$ cat src/rtl/mram_ctrl_pkg.sv
// Shared types, derived constants and helpers for the MRAM burst sequencer.
package mram_ctrl_pkg;

    typedef enum logic [3:0] {
        StIdle,
        StShiftAddr,
        StShiftData,
        StWrSetup,
        StWrStrobe,
        StRdAccess,
        StRdShift,
        StRecover,
        StDone
    } state_e;

    // Default geometry; instances re-derive these from their own parameters.
    localparam int unsigned DEF_DATA_W     = 16;
    localparam int unsigned DEF_ADDR_W     = 20;
    localparam int unsigned DEF_BURST_MAX  = 8;
    localparam int unsigned DEF_SETUP_CYC  = 1;
    localparam int unsigned DEF_ACCESS_CYC = 1;

    function automatic int unsigned max2(input int unsigned a, input int unsigned b);
        return (a > b) ? a : b;
    endfunction

    // Counter width able to hold the longest phase of any state.
    function automatic int unsigned cnt_width(input int unsigned data_w,
                                              input int unsigned addr_w,
                                              input int unsigned setup_cyc,
                                              input int unsigned access_cyc);
        int unsigned longest;
        longest = max2(max2(addr_w, data_w), max2(8 * (data_w / 8), max2(setup_cyc, access_cyc)));
        return $clog2(longest + 1);
    endfunction

    localparam int unsigned NBYTES = DEF_DATA_W / 8;
    localparam int unsigned LEN_W  = $clog2(DEF_BURST_MAX + 1);
    localparam int unsigned CNT_W  = cnt_width(DEF_DATA_W, DEF_ADDR_W, DEF_SETUP_CYC,
                                               DEF_ACCESS_CYC);

    // Deasserted levels of the active-low MRAM control pins.
    localparam logic PIN_CE_IDLE = 1'b1;
    localparam logic PIN_WE_IDLE = 1'b1;
    localparam logic PIN_OE_IDLE = 1'b1;

    function automatic int unsigned popcount(input logic [63:0] v);
        int unsigned n;
        n = 0;
        for (int i = 0; i < 64; i++) begin
            n += int'(v[i]);
        end
        return n;
    endfunction

endpackage

$ cat src/rtl/mram_burst_ctrl_if.sv
// Command handshake plus shifter/MRAM control bundle of the burst sequencer.
interface mram_burst_ctrl_if #(
    parameter int unsigned DATA_W    = 16,
    parameter int unsigned BURST_MAX = 8
);
    localparam int unsigned NBYTES = DATA_W / 8;
    localparam int unsigned LEN_W  = $clog2(BURST_MAX + 1);

    logic              cmd_valid;
    logic              cmd_ready;
    logic              cmd_write;
    logic [NBYTES-1:0] cmd_be;
    logic [LEN_W-1:0]  cmd_len;

    logic              addr_en;
    logic              data_en;
    logic              addr_inc;
    logic              send_data;
    logic              load;
    logic              data_in_from_MRAM_en;
    logic              chip_en;
    logic              write_en;
    logic              out_en;
    logic [NBYTES-1:0] byte_en_n;
    logic              busy;
    logic              done;

    // Host side: issues commands, observes the sequencer.
    modport master (
        output cmd_valid, cmd_write, cmd_be, cmd_len,
        input  cmd_ready, addr_en, data_en, addr_inc, send_data, load,
               data_in_from_MRAM_en, chip_en, write_en, out_en, byte_en_n, busy, done
    );

    // Sequencer side.
    modport slave (
        input  cmd_valid, cmd_write, cmd_be, cmd_len,
        output cmd_ready, addr_en, data_en, addr_inc, send_data, load,
               data_in_from_MRAM_en, chip_en, write_en, out_en, byte_en_n, busy, done
    );

endinterface

$ cat src/rtl/mram_phase_timer.sv
// Loadable down-counter timing each sequencer phase; zero marks its last cycle.
module mram_phase_timer #(
    parameter int unsigned CNT_W = 5
) (
    input  logic             clk,
    input  logic             rst_n,
    input  logic             load,
    input  logic [CNT_W-1:0] load_val,
    output logic [CNT_W-1:0] cnt,
    output logic             zero
);

    logic [CNT_W-1:0] cnt_q;

    // Reload on phase entry, otherwise count down and hold at zero.
    always_ff @(posedge clk or negedge rst_n) begin
        if (!rst_n) begin
            cnt_q <= '0;
        end else if (load) begin
            cnt_q <= load_val;
        end else if (cnt_q != '0) begin
            cnt_q <= cnt_q - 1'b1;
        end
    end

    assign cnt  = cnt_q;
    assign zero = (cnt_q == '0);

endmodule

$ cat src/rtl/mram_burst_ctrl.sv
// Command sequencer driving the addr/data STP shifters, PTS shifter and MRAM pins.
module mram_burst_ctrl
    import mram_ctrl_pkg::*;
#(
    parameter int unsigned DATA_W     = 16,
    parameter int unsigned ADDR_W     = 20,
    parameter int unsigned BURST_MAX  = 8,
    parameter int unsigned SETUP_CYC  = 1,
    parameter int unsigned ACCESS_CYC = 1
) (
    input logic         clk,
    input logic         rst_n,
    mram_burst_ctrl_if.slave bus
);

    localparam int unsigned NB        = DATA_W / 8;
    localparam int unsigned LW        = $clog2(BURST_MAX + 1);
    localparam int unsigned CW        = cnt_width(DATA_W, ADDR_W, SETUP_CYC, ACCESS_CYC);
    // Write first beat shifts address and data together in one phase.
    localparam int unsigned SA_WR_DUR = max2(ADDR_W, DATA_W);
    localparam int unsigned SA_RD_DUR = ADDR_W;

    state_e          state_q, state_d;
    logic            wr_q, wr_d;
    logic [NB-1:0]   be_q, be_d;
    logic [LW-1:0]   beats_q, beats_d;

    logic            tmr_load;
    logic [CW-1:0]   tmr_val;
    logic [CW-1:0]   tmr_cnt;
    logic            tmr_zero;

    mram_phase_timer #(
        .CNT_W (CW)
    ) u_timer (
        .clk      (clk),
        .rst_n    (rst_n),
        .load     (tmr_load),
        .load_val (tmr_val),
        .cnt      (tmr_cnt),
        .zero     (tmr_zero)
    );

    function automatic logic [LW-1:0] clamp_len(input logic [LW-1:0] len);
        if (len == '0) begin
            return LW'(1);
        end else if (32'(len) > BURST_MAX) begin
            return LW'(BURST_MAX);
        end
        return len;
    endfunction

    // State and latched command registers.
    always_ff @(posedge clk or negedge rst_n) begin
        if (!rst_n) begin
            state_q <= StIdle;
            wr_q    <= 1'b0;
            be_q    <= '0;
            beats_q <= '0;
        end else begin
            state_q <= state_d;
            wr_q    <= wr_d;
            be_q    <= be_d;
            beats_q <= beats_d;
        end
    end

    // Next-state logic; the phase timer is loaded on every multi-cycle state entry.
    always_comb begin
        state_d  = state_q;
        wr_d     = wr_q;
        be_d     = be_q;
        beats_d  = beats_q;
        tmr_load = 1'b0;
        tmr_val  = '0;
        unique case (state_q)
            StIdle, StDone: begin
                if (bus.cmd_valid) begin
                    wr_d    = bus.cmd_write;
                    be_d    = bus.cmd_be;
                    beats_d = clamp_len(bus.cmd_len);
                    if (bus.cmd_be == '0) begin
                        state_d = StDone;
                    end else begin
                        state_d  = StShiftAddr;
                        tmr_load = 1'b1;
                        tmr_val  = bus.cmd_write ? CW'(SA_WR_DUR - 1) : CW'(SA_RD_DUR - 1);
                    end
                end else if (state_q == StDone) begin
                    state_d = StIdle;
                end
            end
            StShiftAddr: begin
                if (tmr_zero) begin
                    tmr_load = 1'b1;
                    if (wr_q) begin
                        state_d = StWrSetup;
                        tmr_val = CW'(SETUP_CYC - 1);
                    end else begin
                        state_d = StRdAccess;
                        tmr_val = CW'(ACCESS_CYC - 1);
                    end
                end
            end
            StShiftData: begin
                if (tmr_zero) begin
                    state_d  = StWrSetup;
                    tmr_load = 1'b1;
                    tmr_val  = CW'(SETUP_CYC - 1);
                end
            end
            StWrSetup: begin
                if (tmr_zero) begin
                    state_d  = StWrStrobe;
                    tmr_load = 1'b1;
                    tmr_val  = CW'(ACCESS_CYC - 1);
                end
            end
            StWrStrobe: begin
                if (tmr_zero) begin
                    state_d = StRecover;
                end
            end
            StRdAccess: begin
                if (tmr_zero) begin
                    state_d  = StRdShift;
                    tmr_load = 1'b1;
                    tmr_val  = CW'(8 * popcount(64'(be_q)) - 1);
                end
            end
            StRdShift: begin
                if (tmr_zero) begin
                    state_d = StRecover;
                end
            end
            StRecover: begin
                if (beats_q > LW'(1)) begin
                    beats_d  = beats_q - 1'b1;
                    tmr_load = 1'b1;
                    if (wr_q) begin
                        state_d = StShiftData;
                        tmr_val = CW'(DATA_W - 1);
                    end else begin
                        state_d = StRdAccess;
                        tmr_val = CW'(ACCESS_CYC - 1);
                    end
                end else begin
                    state_d = StDone;
                end
            end
            default: state_d = StIdle;
        endcase
    end

    // Decoded outputs; pins sit at idle levels unless the state drives them.
    always_comb begin
        int unsigned sa_dur;
        sa_dur                   = wr_q ? SA_WR_DUR : SA_RD_DUR;
        bus.cmd_ready            = 1'b0;
        bus.addr_en              = 1'b0;
        bus.data_en              = 1'b0;
        bus.addr_inc             = 1'b0;
        bus.send_data            = 1'b0;
        bus.load                 = 1'b0;
        bus.data_in_from_MRAM_en = 1'b0;
        bus.chip_en              = PIN_CE_IDLE;
        bus.write_en             = PIN_WE_IDLE;
        bus.out_en               = PIN_OE_IDLE;
        bus.byte_en_n            = '1;
        bus.busy                 = 1'b1;
        bus.done                 = 1'b0;
        unique case (state_q)
            StIdle: begin
                bus.cmd_ready = 1'b1;
                bus.busy      = 1'b0;
            end
            StShiftAddr: begin
                // Timer counts down, so the leading cycles carry the highest counts.
                bus.addr_en = (32'(tmr_cnt) >= sa_dur - ADDR_W);
                bus.data_en = wr_q && (32'(tmr_cnt) >= sa_dur - DATA_W);
            end
            StShiftData: begin
                bus.data_en = 1'b1;
            end
            StWrSetup: begin
                bus.write_en  = 1'b0;
                bus.byte_en_n = ~be_q;
            end
            StWrStrobe: begin
                bus.chip_en   = 1'b0;
                bus.write_en  = 1'b0;
                bus.send_data = 1'b1;
                bus.byte_en_n = ~be_q;
            end
            StRdAccess: begin
                bus.chip_en   = 1'b0;
                bus.out_en    = 1'b0;
                bus.send_data = 1'b1;
                bus.byte_en_n = ~be_q;
                bus.load      = tmr_zero;
            end
            StRdShift: begin
                bus.data_in_from_MRAM_en = 1'b1;
                bus.send_data            = 1'b1;
            end
            StRecover: begin
                bus.addr_inc = (beats_q > LW'(1));
            end
            StDone: begin
                bus.cmd_ready = 1'b1;
                bus.busy      = 1'b0;
                bus.done      = 1'b1;
            end
            default: begin
                bus.busy = 1'b0;
            end
        endcase
    end

endmodule

$ cat src/flat_wrapper.sv
// flat-port wrapper written by rule: the top's interface ports become plain ports
module mram_burst_ctrl_flat import mram_ctrl_pkg::*;
#(
    parameter int unsigned DATA_W     = 16,
    parameter int unsigned ADDR_W     = 20,
    parameter int unsigned BURST_MAX  = 8,
    parameter int unsigned SETUP_CYC  = 1,
    parameter int unsigned ACCESS_CYC = 1
)
  (clk, rst_n, bus_cmd_valid, bus_cmd_write, bus_cmd_be, bus_cmd_len, bus_cmd_ready, bus_addr_en, bus_data_en, bus_addr_inc, bus_send_data, bus_load, bus_data_in_from_MRAM_en, bus_chip_en, bus_write_en, bus_out_en, bus_byte_en_n, bus_busy, bus_done);
  mram_burst_ctrl_if #(.DATA_W(DATA_W), .BURST_MAX(BURST_MAX)) bus_i ();
  input logic clk;
  input logic rst_n;
  input wire logic [$bits(bus_i.cmd_valid)-1:0] bus_cmd_valid;
  input wire logic [$bits(bus_i.cmd_write)-1:0] bus_cmd_write;
  input wire logic [$bits(bus_i.cmd_be)-1:0] bus_cmd_be;
  input wire logic [$bits(bus_i.cmd_len)-1:0] bus_cmd_len;
  output wire logic [$bits(bus_i.cmd_ready)-1:0] bus_cmd_ready;
  output wire logic [$bits(bus_i.addr_en)-1:0] bus_addr_en;
  output wire logic [$bits(bus_i.data_en)-1:0] bus_data_en;
  output wire logic [$bits(bus_i.addr_inc)-1:0] bus_addr_inc;
  output wire logic [$bits(bus_i.send_data)-1:0] bus_send_data;
  output wire logic [$bits(bus_i.load)-1:0] bus_load;
  output wire logic [$bits(bus_i.data_in_from_MRAM_en)-1:0] bus_data_in_from_MRAM_en;
  output wire logic [$bits(bus_i.chip_en)-1:0] bus_chip_en;
  output wire logic [$bits(bus_i.write_en)-1:0] bus_write_en;
  output wire logic [$bits(bus_i.out_en)-1:0] bus_out_en;
  output wire logic [$bits(bus_i.byte_en_n)-1:0] bus_byte_en_n;
  output wire logic [$bits(bus_i.busy)-1:0] bus_busy;
  output wire logic [$bits(bus_i.done)-1:0] bus_done;
  assign bus_i.cmd_valid = bus_cmd_valid;
  assign bus_i.cmd_write = bus_cmd_write;
  assign bus_i.cmd_be = bus_cmd_be;
  assign bus_i.cmd_len = bus_cmd_len;
  assign bus_cmd_ready = bus_i.cmd_ready;
  assign bus_addr_en = bus_i.addr_en;
  assign bus_data_en = bus_i.data_en;
  assign bus_addr_inc = bus_i.addr_inc;
  assign bus_send_data = bus_i.send_data;
  assign bus_load = bus_i.load;
  assign bus_data_in_from_MRAM_en = bus_i.data_in_from_MRAM_en;
  assign bus_chip_en = bus_i.chip_en;
  assign bus_write_en = bus_i.write_en;
  assign bus_out_en = bus_i.out_en;
  assign bus_byte_en_n = bus_i.byte_en_n;
  assign bus_busy = bus_i.busy;
  assign bus_done = bus_i.done;
  mram_burst_ctrl #(.DATA_W(DATA_W), .ADDR_W(ADDR_W), .BURST_MAX(BURST_MAX), .SETUP_CYC(SETUP_CYC), .ACCESS_CYC(ACCESS_CYC)) u_core (.clk(clk), .rst_n(rst_n), .bus(bus_i));
endmodule
$ cat config.mk
export PLATFORM = sky130hd
export DESIGN_NAME = mram_burst_ctrl_flat
export DESIGN_NICKNAME = d
export VERILOG_FILES = /design/src/rtl/mram_ctrl_pkg.sv /design/src/rtl/mram_burst_ctrl_if.sv /design/src/rtl/mram_phase_timer.sv /design/src/rtl/mram_burst_ctrl.sv /design/src/flat_wrapper.sv
export SDC_FILE = /design/constraint.sdc
export NUM_CORES = 1
export LEC_CHECK = 0
export ABC_AREA = 1
export CORE_ASPECT_RATIO = 2
export CORE_MARGIN = 5
export CORE_UTILIZATION = 40
export CTS_BUF_LIST = sky130_fd_sc_hd__clkbuf_4
export CTS_CLUSTER_DIAMETER = 120
export CTS_CLUSTER_SIZE = 30
export DETAILED_ROUTE_END_ITERATION = 8
export PLACE_DENSITY_LB_ADDON = 0.08
export SYNTH_ARGS = -nofsm -noshare
export SYNTH_HDL_FRONTEND = slang
export SYNTH_HIERARCHICAL = 1
export SYNTH_SLANG_ARGS = --single-unit
export TNS_END_PERCENT = 30
$ cat constraint.sdc
create_clock -name clk -period 3.35 [get_ports clk]
set_clock_uncertainty 0.05 [all_clocks]
set_input_delay 1.005 -clock clk [delete_from_list [all_inputs] [get_ports clk]]
set_output_delay 1.005 -clock clk [all_outputs]
set_load 0.1 [all_outputs]
==> metrics.yaml, run 1 <==
timing:
  fin_crit_sh_pct: 87.68
  min_period_ps: 2937
  tightest_slew_ps: 836.5
  maxSlewHeadroom_pct: 44.06
  setup_viol: 0
  rsz0062_at_grt: "no"
  fin_ws_ps: 412.9
  clock.fmax_mhz: 340.5
  drv_slew: 0
  setup_tns_ps: 0
  final-hold-violation-count: 0
floorplanning:
  die_y_um: 89.80
  pin_count: 24
  start_util_pct: 40.82
  die_x_um: 49.90
  rows: 29
  die_area_um2: 4481
  core_um2: 3120
setup_path:
  end_kind: "output pin"
  cp-start-kind: "register"
  r2r_cells: 11
  critical_path_required_ps: 2290
  worstSetupPathType: "reg -> out"
  crit_fanout: 5
  cp.arrival_ps: 1880
worst_hold_path:
  holdCritPathClass: "reg -> reg"
  hold_depth: 2
placement:
  routabilityCongestion: 0.8019
  pre_cts_slack_ps: 591.0
  hpwl_um: 2717
  dpl_cell_area_um2: 1541
  io_buffers: 23
clock_tree:
  clk_latency_ps: 300
  post_cts_resized: 0
  cts_buffers: 3
  clk_pin_slew_ps: 100
  cts_tree: "done"
  root_buffer: "clkbuf_4"
  clock-sinks: 16
  cts-htree-levels: 1
  cts_hold_buf: 0
  post-cts-setup-buffers: 0
  clock_path_buffers: 2
detailed_routing:
  drc: 0
  first_pass_iters: 4
  viasPerCell: 5.000
  drt_iter0_markers: 35
  wl_per_cell_um: 13.05
  drtAntennaViolNets: 0
  routed_wl_um: 3250
  vias: 1245
global_routing:
  track_usage_pct: 15.82
  grt_first_pass_wirelength_um: 5589
  antenna_found_initial: 0
  grt_start_max_net_pins: 17
  grt_overflow: 0
  grt_pass1_vias: 1314
final_layout:
  antenna_cells: 0
  finish.instance_area_um2: 1568
  multi_input_area_um2: 759.5
  ff_latch_area_um2: 400.4
  nets: 233
  area_delta_synth_final_pct: 23.08
  n_fill_cell: 336
  final_layout_size_suffix_gt1_share_pct: 21.10
flow_run:
  cap_viol_max_count: 0
logic_synthesis:
  synth_top_area_share_pct: 31.43
  ys_ff_latch: 16
  syn_nets: 205
  yosysMostFrequentCell: "nand2_1"
  synthTopCellsByCount: "nand2_1 (71), inv_1 (25), dfrtp_1 (16)"
  ys_types: 24
  synth_area_per_cell_um2: 6.669
  yosysTopAreaCell: "dfrtp_1"
  mappedNetlistArea_um2: 1274
  synth-async-reset-ratio_pct: 100.0
  synth_area_leaders: "dfrtp_1 (31%), nand2_1 (21%), inv_1 (7.4%)"
  synth_edf_count: 0
  synth_cells: 191
  yosysSeqAreaShare_pct: 31.43
  synth-warning-count: 6
  ys.flop_type: "dfrtp_1"
run_status:
  outcome: "complete, no violations"
## sequential cells by signal (all words and copies together) (netlist names)
| register | flops |
|---|---|
| u_core/be_q | 2 |
| u_core/wr_q | 1 |
| u_core/beats_q | 4 |
| u_core/state_q | 4 |
| u_core/u_timer/cnt | 5 |
## per-layer routing
layer	vias up	part of all wire, %	GRT usage (%)
li1	644	-	-
met1	574	34	14.15
met2	19	60	30.21
met3	8	3.1	2.483
met4	0	2.9	10.07
met5	-	0	0
## placed cells by master, fill, tap and decap left out, drive strengths merged
cell type	netlist	final
a21oi	1	1
buf	0	14
clkbuf	0	3
clkdlybuf4s50	0	9
clkinv	0	1
dfrtp	16	16
ha	4	4
inv	32	32
nand2	75	75
nand3	12	12
nand3b	4	4
nand4	1	1
nor2	23	23
nor3	3	3
o21a	1	1
o21ai	11	11
o22ai	4	4
or2	1	1
xnor2	3	3
## metrics by stage
| step | instances | hold slack, ps | utilization [%] |
|---|---|---|---|
| final | 249 | 449.7 | 50.24 |
| after global routing | 249 | 497.0 | 50.24 |
| after CTS | 249 | 457.4 | 50.24 |
| after detailed placement | 245 | 431.0 | 49.40 |
| after global placement | 245 | 420.8 | 49.40 |
| after floorplan | 191 | 398.8 | - |
## worst max-delay path, stage by stage (launching register included)
cell     delay (ps)
dfrtp_1         440
inv_1            60
ha_1            230
o21ai_2         310
inv_1            80
nor2_1          250
buf_12          220
## logic make-up (layout without fill, tap and decap cells)
kind of cell | count (synthesis) | count (layout) | synth area share (%)
adder cells (fa/ha/maj) | 4 | 4 | 3.929
AND/OR/NAND/NOR | 119 | 119 | 45.09
flip-flops | 16 | 16 | 31.43
XOR/XNOR | 3 | 3 | 2.063
buffers and inverters | 32 | 59 | 9.627
AO/OA/AOI/OAI | 17 | 17 | 7.858
## path summary, 6_finish.rpt
path | from | to | slack, ps
worst max-delay path | u_core/beats_q[0] | bus_addr_inc | 410
worst min-delay path | u_core/beats_q[1] | u_core/beats_q[1] | 450
worst max register to register | u_core/beats_q[0] | u_core/u_timer/cnt[3] | 1230
worst min register to register | u_core/beats_q[1] | u_core/beats_q[1] | 450
max in group asynchronous | rst_n | u_core/state_q[1] | 1600
min in group asynchronous | rst_n | u_core/be_q[1] | 1130
## cell type report
type                            count  share of cell area, %
Sequential cell                    16                  25.54
Tap cell                           31                  2.474
Inverter                           32                  7.821
Clock buffer                        3                  1.437
Clock inverter                      1                 0.2394
Timing Repair Buffer               23                  14.05
Multi-Input combinational cell    143                  48.44
Power of run 1 is left out: the tool's default activity adds up to more than one toggle a clock period on the data nets, which glitch-free logic cannot reach.
==> inputs of run 2 (changes only) <==
--- a/config.mk
+++ b/config.mk
@@ -13,9 +13,9 @@
 export CTS_CLUSTER_DIAMETER = 120
 export CTS_CLUSTER_SIZE = 30
 export DETAILED_ROUTE_END_ITERATION = 8
+export HOLD_SLACK_MARGIN = 0.1
 export PLACE_DENSITY_LB_ADDON = 0.08
 export SYNTH_ARGS = -nofsm -noshare
 export SYNTH_HDL_FRONTEND = slang
-export SYNTH_HIERARCHICAL = 1
 export SYNTH_SLANG_ARGS = --single-unit
 export TNS_END_PERCENT = 30
==> metrics.yaml, run 2 <==
run_status:
  outcome: "complete, no violations"
timing:
  setup_tns_ps: 0
  min_period_ps: 2885
  tightest_slew_ps: 789.7
  setup_viol: 0
  fin_crit_sh_pct: 86.10
  hold_ws_ps: 483.0
  final-hold-violation-count: 0
  rsz0062_at_grt: "no"
  maxSlewHeadroom_pct: 47.19
  clock.fmax_mhz: 346.7
  drv_slew: 0
setup_path:
  worstSetupPathType: "reg -> out"
  cp.arrival_ps: 1830
  r2r_slack_ps: 1530
  critical_path_required_ps: 2290
  r2r-start: "u_core.beats_q[0]"
  startpoint: "u_core.u_timer.cnt[1]"
  critPathCapture: "bus_load"
  r2r_end: "u_core.u_timer.cnt[1]"
  cp-start-kind: "register"
  r2r_cells: 11
  end_kind: "output pin"
  crit_fanout: 5
detailed_routing:
  wl_met2_um: 1882
  vias: 1176
  highest_layer: "met4"
  viasPerCell: 5.204
  first_pass_iters: 4
  drtAntennaViolNets: 0
  wl_met3_um: 132
  m1WireLength_um: 1071
  drt_iter0_markers: 25
  routed_wl_um: 3227
  wl_per_cell_um: 14.28
  drc: 0
floorplanning:
  die_x_um: 48.10
  die_y_um: 86.20
  rows: 27
  die_area_um2: 4146
  start_util_pct: 41.92
  core_um2: 2770
  pin_count: 24
global_routing:
  grt_start_max_net_pins: 17
  track_usage_pct: 17.64
  grt_overflow: 0
  antenna_found_initial: 0
  grt_pass1_vias: 1206
  grt_first_pass_wirelength_um: 5216
worst_hold_path:
  holdCritPathClass: "reg -> reg"
flow_run:
  cap_viol_max_count: 0
logic_synthesis:
  synth_area_leaders: "dfrtp_1 (34%), nand2_1 (14%), inv_1 (9.1%)"
  ys_ff_latch: 16
  syn_nets: 186
  synth-warning-count: 0
  synth_edf_count: 0
  yosysSeqAreaShare_pct: 34.48
  yosysMostFrequentCell: "nand2_1"
  ys_types: 22
  synthTopCellsByCount: "nand2_1 (43), inv_1 (28), dfrtp_1 (16), nor2_1 (16), o21ai_0 (11)"
  synth-async-reset-ratio_pct: 100.0
  yosysTopAreaCell: "dfrtp_1"
  synth_cells: 171
  synth_top_area_share_pct: 34.48
  mappedNetlistArea_um2: 1161
  synth_area_per_cell_um2: 6.790
  ys.flop_type: "dfrtp_1"
final_layout:
  antenna_cells: 0
  final_cell_mix: "nand2_1 (43), inv_1 (28), nor2_1 (16), dfrtp_1 (16), buf_4 (13)"
  layout_commonest_cell: "nand2_1"
  n_fill_cell: 270
  final_layout_size_suffix_gt1_share_pct: 17.77
  nets: 214
  area_delta_synth_final_pct: 23.71
  largest_reg_flops: 5
clock_tree:
  cts-htree-levels: 1
  cts_hold_buf: 0
  post_cts_resized: 0
  clock-sinks: 16
  post-cts-setup-buffers: 0
  clock_path_buffers: 2
  cts_tree: "done"
  clk_pin_slew_ps: 100
  root_buffer: "clkbuf_4"
  clk_latency_ps: 300
  cts_buffers: 3
placement:
  hpwl_um: 2744
  io_buffers: 23
  routabilityCongestion: 0.9141
-- run 2: cell count changes after synthesis, sizes merged --
cell,change
a21o,+1
o21ai,+2
nand2,-26
nand3b,-4
ha,+1
o211ai,+1
xnor2,-1
nand4,+2
o21a,-1
a21oi,+7
nand3,-4
inv,+1
xor2,+3
nor2,-2
-- run 2: final cells by class --
type | instances | area [um2] | area share (%)
Inverter | 33 | 123.9 | 8.624
Multi-Input combinational cell | 122 | 645.6 | 44.95
Sequential cell | 16 | 400.4 | 27.87
Timing Repair Buffer | 23 | 207.7 | 14.46
Tap cell | 29 | 36.28 | 2.526
Clock buffer | 3 | 22.52 | 1.568
-- run 2: cells by family after synthesis --
family          count (synthesis)  synth area share (%)
compound gates                 27                 12.50
fa+ha+maj                       5                 5.388
flops                          16                 34.48
simple gates                   85                 33.19
xor+xnor                        5                 3.772
buf+inv                        33                 10.67
-- run 2: per-layer routing --
layer | GRT usage (%) | up-vias
met5 | 0 | -
met4 | 9.559 | 0
met3 | 1.663 | 11
met2 | 33.78 | 34
met1 | 16.02 | 538
li1 | - | 593
-- run 2: worst max-delay path, cell delays in order, from the launching register on --
cell     delay (ps)
dfrtp_1         420
inv_1           100
ha_1            150
nand2_1          50
nor2_1          270
nand2_1         130
inv_1           100
buf_4           290
-- run 2: metrics by stage --
stage	worst slack (ps)	cells	utilization, %	area [um2]
after floorplan	-213.5	171	-	1170
after global placement	852.6	223	51.04	1414
after detailed placement	795.1	223	51.04	1414
after CTS	447.8	226	51.85	1436
after global routing	367.4	226	51.85	1436
final	465.5	226	51.85	1436
-- run 2: how the worst min path moves through the flow --
stage / start / endpoint / slack (ps) / cells after the start
CTS: u_core.be_q[1] / u_core.be_q[1] / 490 / 2
floorplan: u_core.u_timer.cnt[1] / u_core.u_timer.cnt[1] / 420 / 2
global route: u_core.be_q[1] / u_core.be_q[1] / 510 / 2
global placement: u_core.be_q[1] / u_core.be_q[1] / 450 / 2
finish: u_core.be_q[1] / u_core.be_q[1] / 480 / 2
detailed placement: u_core.be_q[1] / u_core.be_q[1] / 460 / 2
Power of run 2 is left out for the same reason.
